## src/rtl/nl_output_packer_pkg.sv

```systemverilog
// Shared types and defaults for the activation output packer.
package nl_output_packer_pkg;

  localparam int N_DIM_ARRAY              = 4;
  localparam int INPUT_CHANNEL_DATA_WIDTH = 16;
  localparam int INPUT_CHANNEL_ADDR_SIZE  = 8;

  typedef enum logic [1:0] {
    PK_IDLE,
    PK_PACK,
    PK_FLUSH,
    PK_DONE
  } pk_state_e;

  typedef enum logic [1:0] {
    PREC_FULL    = 2'd0,
    PREC_HALF    = 2'd1,
    PREC_QUARTER = 2'd2
  } prec_e;

  // Code 3 has no packing of its own and falls back to full width.
  function automatic prec_e decode_prec(input logic [1:0] code);
    case (code)
      2'd1:    return PREC_HALF;
      2'd2:    return PREC_QUARTER;
      default: return PREC_FULL;
    endcase
  endfunction

  function automatic logic [1:0] last_slot(input prec_e p);
    case (p)
      PREC_HALF:    return 2'd1;
      PREC_QUARTER: return 2'd3;
      default:      return 2'd0;
    endcase
  endfunction

endpackage

```

## src/rtl/nl_output_packer_lane_sat_pack.sv

```systemverilog
// One lane: clamp a signed DW-bit value to the packed field width and drop it into
// its slot of the lane buffer. Purely combinational.
module lane_sat_pack
  import nl_output_packer_pkg::*;
#(
  parameter int DW = 16
) (
  input  logic [DW-1:0] i_lane,
  input  logic [DW-1:0] i_buf,
  input  prec_e         i_prec,
  input  logic [1:0]    i_slot,
  output logic [DW-1:0] o_buf,
  output logic          o_sat
);

  localparam int HW = DW / 2;
  localparam int QW = DW / 4;

  logic          w_fit_h;
  logic          w_fit_q;
  logic [HW-1:0] w_fld_h;
  logic [QW-1:0] w_fld_q;

  // A value fits in w bits when everything from bit w-1 up is a copy of the sign.
  assign w_fit_h = (&i_lane[DW-1:HW-1]) | ~(|i_lane[DW-1:HW-1]);
  assign w_fit_q = (&i_lane[DW-1:QW-1]) | ~(|i_lane[DW-1:QW-1]);

  assign w_fld_h = w_fit_h ? i_lane[HW-1:0] : {i_lane[DW-1], {(HW-1){~i_lane[DW-1]}}};
  assign w_fld_q = w_fit_q ? i_lane[QW-1:0] : {i_lane[DW-1], {(QW-1){~i_lane[DW-1]}}};

  always_comb begin
    o_buf = i_buf;
    o_sat = 1'b0;
    case (i_prec)
      PREC_HALF: begin
        o_sat = ~w_fit_h;
        for (int s = 0; s < 2; s++) begin
          if (i_slot == 2'(s)) o_buf[s*HW +: HW] = w_fld_h;
        end
      end
      PREC_QUARTER: begin
        o_sat = ~w_fit_q;
        for (int s = 0; s < 4; s++) begin
          if (i_slot == 2'(s)) o_buf[s*QW +: QW] = w_fld_q;
        end
      end
      default: o_buf = i_lane;
    endcase
  end

endmodule

```

## src/rtl/nl_output_packer.sv

```systemverilog
// Requantizes N-lane activation vectors and packs 1/2/4 of them per memory word at an
// auto-incrementing address; write strobe lands 1 cycle after the completing vector, no backpressure.
module nl_output_packer
  import nl_output_packer_pkg::*;
#(
  parameter int N_LANES = N_DIM_ARRAY,
  parameter int DW      = INPUT_CHANNEL_DATA_WIDTH,
  parameter int AW      = INPUT_CHANNEL_ADDR_SIZE
) (
  input  logic                  clk,
  input  logic                  reset,
  input  logic                  start,
  input  logic [1:0]            PRECISION,
  input  logic [AW-1:0]         base_addr,
  input  logic                  in_valid,
  input  logic [N_LANES*DW-1:0] in_word,
  input  logic                  flush,
  output logic                  mem_wr_en,
  output logic [AW-1:0]         mem_wr_addr,
  output logic [N_LANES*DW-1:0] mem_wr_data,
  output logic                  busy,
  output logic                  done,
  output logic                  sat_flag
);

  pk_state_e             r_state;
  pk_state_e             w_next;
  prec_e                 r_prec;
  logic [1:0]            r_slot;
  logic [AW-1:0]         r_addr;
  logic [N_LANES*DW-1:0] r_buf;
  logic                  r_wr_en;
  logic [AW-1:0]         r_wr_addr;
  logic [N_LANES*DW-1:0] r_wr_data;
  logic                  r_sat;

  logic [N_LANES*DW-1:0] w_packed;
  logic [N_LANES-1:0]    w_lane_sat;
  logic                  w_accept;
  logic                  w_word_done;

  for (genvar j = 0; j < N_LANES; j++) begin : g_lane
    lane_sat_pack #(.DW(DW)) u_sat (
      .i_lane (in_word[j*DW +: DW]),
      .i_buf  (r_buf[j*DW +: DW]),
      .i_prec (r_prec),
      .i_slot (r_slot),
      .o_buf  (w_packed[j*DW +: DW]),
      .o_sat  (w_lane_sat[j])
    );
  end

  assign w_accept    = (r_state == PK_PACK) && in_valid;
  assign w_word_done = w_accept && (r_slot == last_slot(r_prec));

  always_ff @(posedge clk or negedge reset) begin
    if (!reset) r_state <= PK_IDLE;
    else        r_state <= w_next;
  end

  always_comb begin
    w_next = r_state;
    busy   = 1'b0;
    done   = 1'b0;
    case (r_state)
      PK_IDLE: begin
        if (start) w_next = PK_PACK;
      end
      PK_PACK: begin
        busy = 1'b1;
        if (flush) w_next = PK_FLUSH;
      end
      PK_FLUSH: begin
        busy   = 1'b1;
        w_next = PK_DONE;
      end
      default: begin
        done   = 1'b1;
        w_next = PK_IDLE;
      end
    endcase
  end

  always_ff @(posedge clk or negedge reset) begin
    if (!reset) begin
      r_prec    <= PREC_FULL;
      r_slot    <= 2'd0;
      r_addr    <= '0;
      r_buf     <= '0;
      r_wr_en   <= 1'b0;
      r_wr_addr <= '0;
      r_wr_data <= '0;
      r_sat     <= 1'b0;
    end else begin
      r_wr_en <= 1'b0;
      if (r_state == PK_IDLE && start) begin
        r_prec <= decode_prec(PRECISION);
        r_addr <= base_addr;
        r_slot <= 2'd0;
        r_buf  <= '0;
        r_sat  <= 1'b0;
      end else if (w_accept) begin
        if (|w_lane_sat) r_sat <= 1'b1;
        if (w_word_done) begin
          r_wr_en   <= 1'b1;
          r_wr_addr <= r_addr;
          r_wr_data <= w_packed;
          r_addr    <= r_addr + 1'b1;
          r_slot    <= 2'd0;
          r_buf     <= '0;
        end else begin
          r_buf  <= w_packed;
          r_slot <= r_slot + 2'd1;
        end
      end else if (r_state == PK_FLUSH && r_slot != 2'd0) begin
        // Untouched slots are still zero from the last clear.
        r_wr_en   <= 1'b1;
        r_wr_addr <= r_addr;
        r_wr_data <= r_buf;
        r_addr    <= r_addr + 1'b1;
        r_slot    <= 2'd0;
        r_buf     <= '0;
      end
    end
  end

  assign mem_wr_en   = r_wr_en;
  assign mem_wr_addr = r_wr_addr;
  assign mem_wr_data = r_wr_data;
  assign sat_flag    = r_sat;

endmodule

```

## config.mk

```make
export PLATFORM = sky130hd
export DESIGN_NAME = nl_output_packer
export DESIGN_NICKNAME = d
export VERILOG_FILES = /design/src/rtl/nl_output_packer_pkg.sv /design/src/rtl/nl_output_packer_lane_sat_pack.sv /design/src/rtl/nl_output_packer.sv
export SDC_FILE = /design/constraint.sdc
export NUM_CORES = 1
export LEC_CHECK = 0
export CAP_MARGIN = 0
export CORE_ASPECT_RATIO = 0.7
export CORE_MARGIN = 2
export CORE_UTILIZATION = 55
export CTS_CLUSTER_DIAMETER = 100
export DETAILED_ROUTE_END_ITERATION = 12
export HOLD_SLACK_MARGIN = 0.08
export PLACE_DENSITY_LB_ADDON = 0.12
export SETUP_SLACK_MARGIN = 0.3
export SLEW_MARGIN = 0
export SYNTH_ARGS = -nofsm -noshare
export SYNTH_HDL_FRONTEND = slang
export SYNTH_HIERARCHICAL = 1
export SYNTH_SLANG_ARGS = --single-unit
```

## constraint.sdc

```tcl
create_clock -name clk -period 5.7 [get_ports clk]
set_clock_uncertainty 0.1 [all_clocks]
set_input_delay 1.14 -clock clk [delete_from_list [all_inputs] [get_ports clk]]
set_output_delay 1.14 -clock clk [all_outputs]
set_load 0.02 [all_outputs]
```

==> reports/metrics.cfg <==
[setup_path]
cpLargestDelayFamily=simple AND/OR/NAND/NOR gates
critPathMaxFanout=12
worstPathRequired_ps=5890
r2r_slack_ps=2080
cp_common_cell=nor2_1
critPathBufInv=1
worst-setup-path-type=primary input to flop
slowest_delay_ps=590
worstPathArrival_ps=4150
crit_path_end_kind=flop
slowest_stage=or4_4
crit_chain=clkdlybuf4s50_1, or4_4, nor4_4, a21oi_2, a22oi_1, nor2_1, or4_1, a21oi_1, nor2_1
crit_path_start=in_word[31]
rr_startpoint=r_slot[0]
startpoint_type=primary input

[timing]
tns_ps=0
slew_headroom_pct=26.5
hold_viol=0
period_minus_slack_ps=3960
setup_violations=0
min_period_over_period_pct=69.5
fin_ws_ps=1740
fmax_mhz=253
worstMarginPinSlew_ps=1100
rsz0062_at_grt=false
drv_slew=0

[detailed_routing]
drc=0
dr_wl_met3_um=3490
viasPerCell=6.92
wl_met2_um=14400
routed.top_layer=met5
finalWirelength_um=35100
drtPass1Iterations=7
vias=11300
wl_met1_um=16600
postRouteAntennaNets=0
drt-wirelength-per-cell_um=21.6
dr.first_iter.drc_count=1538

[grt]
grt_pass1_vias=10200
grt_max_degree=95
antenna_found_initial=1
globalRouteOverflowTotal=0
track_usage_pct=34.4
grt_pass1_wl_um=56500

[place]
place_ws_ps=1340
gp_congestion=1.01
place_area_um2=12000
dp_hpwl_um=22900
dp_cells=1598
portBuffers=154

[logic_synthesis]
post-synth-top-area-cell=dfrtp_1
synth_edf_count=0
syn_nets=1383
synth.area.top_cells=dfrtp_1, a31oi_1, nand2_1
synth_top_area_share_pct=35.6
synth_commonest_cells=nand2_1, a31oi_1, dfrtp_1
synth_cell_types=57
syn_avg_cell_area_um2=8.28
syn_area_um2=10700
async_flop_share_pct=100
ys_seq_elements=152
synth-main-ff-cell=dfrtp_1
yosysWarningCount=6
yosysMostFrequentCell=nand2_1
syn_inst=1288
synth-seq-area-share_pct=35.6

[floorplanning]
die_area_um2=20500
initial_core_util_pct=56.2
core_um2=19000
die_h_um=121
row_count=42
die_w_um=170
pin_count=155

[final_layout]
fill_cells=1574
layout-drive-gt1-share_pct=7.11
fin_nets=1448
final-instance-count-excl-fill=1629
syn2layout_area_growth_pct=18.2
post-route-cell-area_um2=12600
antenna-diode-count=0

[clocking]
htree_levels=4
cts_setup_buffers=0
tritoncts=yes
clockBufferDepth=2
cts_made_buffers=17
cts.sinks=152
ctsRootBufferMaster=clkbuf_16
cts.clk_slew.worst_paths_ps=60
cts_resized=0
cts_hold_buffers=0
clk_latency_ps=420

[power_and_ir_drop]
power_uw=7340
power_density_nw_per_um2=582
vdd_ir_drop_max_v=0.000379
leakage_uw=0.00469

[hold_path]
hp-class=flop to flop
hp-start=mem_wr_addr[7]

[status]
outcome=completed

[flow_run]
maxCapViolations=0

cell families after synthesis:
| family | synth area share, % |
|---|---|
| multiplexers | 3.06 |
| AND/OR/NAND/NOR | 18.9 |
| AO/OA/AOI/OAI | 32.8 |
| XOR/XNOR | 0.164 |
| adder cells (fa/ha/maj) | 1.88 |
| flip-flops | 35.6 |
| buffers and inverters | 7.60 |
cell usage in the layout, fill, tap and decap left out, types with 9 or more instances in the layout:
cell,count
buf_4,10
nand2b_1,20
nand2_1,193
clkdlybuf4s50_1,153
and3_1,9
a31oi_1,164
o211ai_1,20
dfrtp_1,152
nand3_1,43
o22ai_1,12
nor3_1,9
mux2i_1,12
o21ai_0,61
ha_1,16
nor2_1,54
a21oi_1,66
o31ai_1,9
nor4_1,13
a22o_1,65
o2111ai_1,9
a211oi_1,44
o21a_1,9
clkbuf_16,17
a22oi_1,12
nor2b_1,14
inv_1,36
mux2_2,13
metrics by stage:
step / utilization (%) / hold WS (ps)
2_1_floorplan: - / 387
3_3_place_gp: 63.5 / 389
3_5_place_dp: 63.5 / 398
4_1_cts: 66.5 / 412
5_1_grt: 66.5 / 420
6_report: 66.5 / 408
flip-flops by register name, summed over array words and instances, names as in the netlist:
| name | flops |
|---|---|
| r_state | 2 |
| r_slot | 2 |
| r_buf | 64 |
| mem_wr_en | 1 |
| r_prec | 2 |
| sat_flag | 1 |
| mem_wr_data | 64 |
| mem_wr_addr | 8 |
| r_addr | 8 |
final timing paths:
path / endpoint / cells after the start
max: sat_flag / 9
min: mem_wr_addr[7] / 1
max reg2reg: mem_wr_addr[2] / 7
min reg2reg: mem_wr_addr[7] / 1
max in group asynchronous: r_buf[16] / 2
min in group asynchronous: r_buf[51] / 1
routing by layer:
metal,GRT usage [%],vias to the layer above
met1,55.0,5495
met3,7.23,63
met2,47.0,695
met5,0,-
met4,7.75,2
li1,-,5020
power breakdown:
| group | switching [µW] | internal [µW] |
|---|---|---|
| combinational | 2520 | 1640 |
| sequential | 472 | 1580 |
| clock | 475 | 653 |
cell type report:
cell class / instances / area [µm²] / area share [%]
sequential: 152 / 3800 / 30.1
timing repair buffer: 167 / 1680 / 13.3
tap: 264 / 330 / 2.62
multi-input combinational: 979 / 6100 / 48.3
clock buffer: 19 / 443 / 3.51
inverter: 36 / 135 / 1.07
clock inverter: 12 / 128 / 1.01
Power figures use the tool's default switching activity.
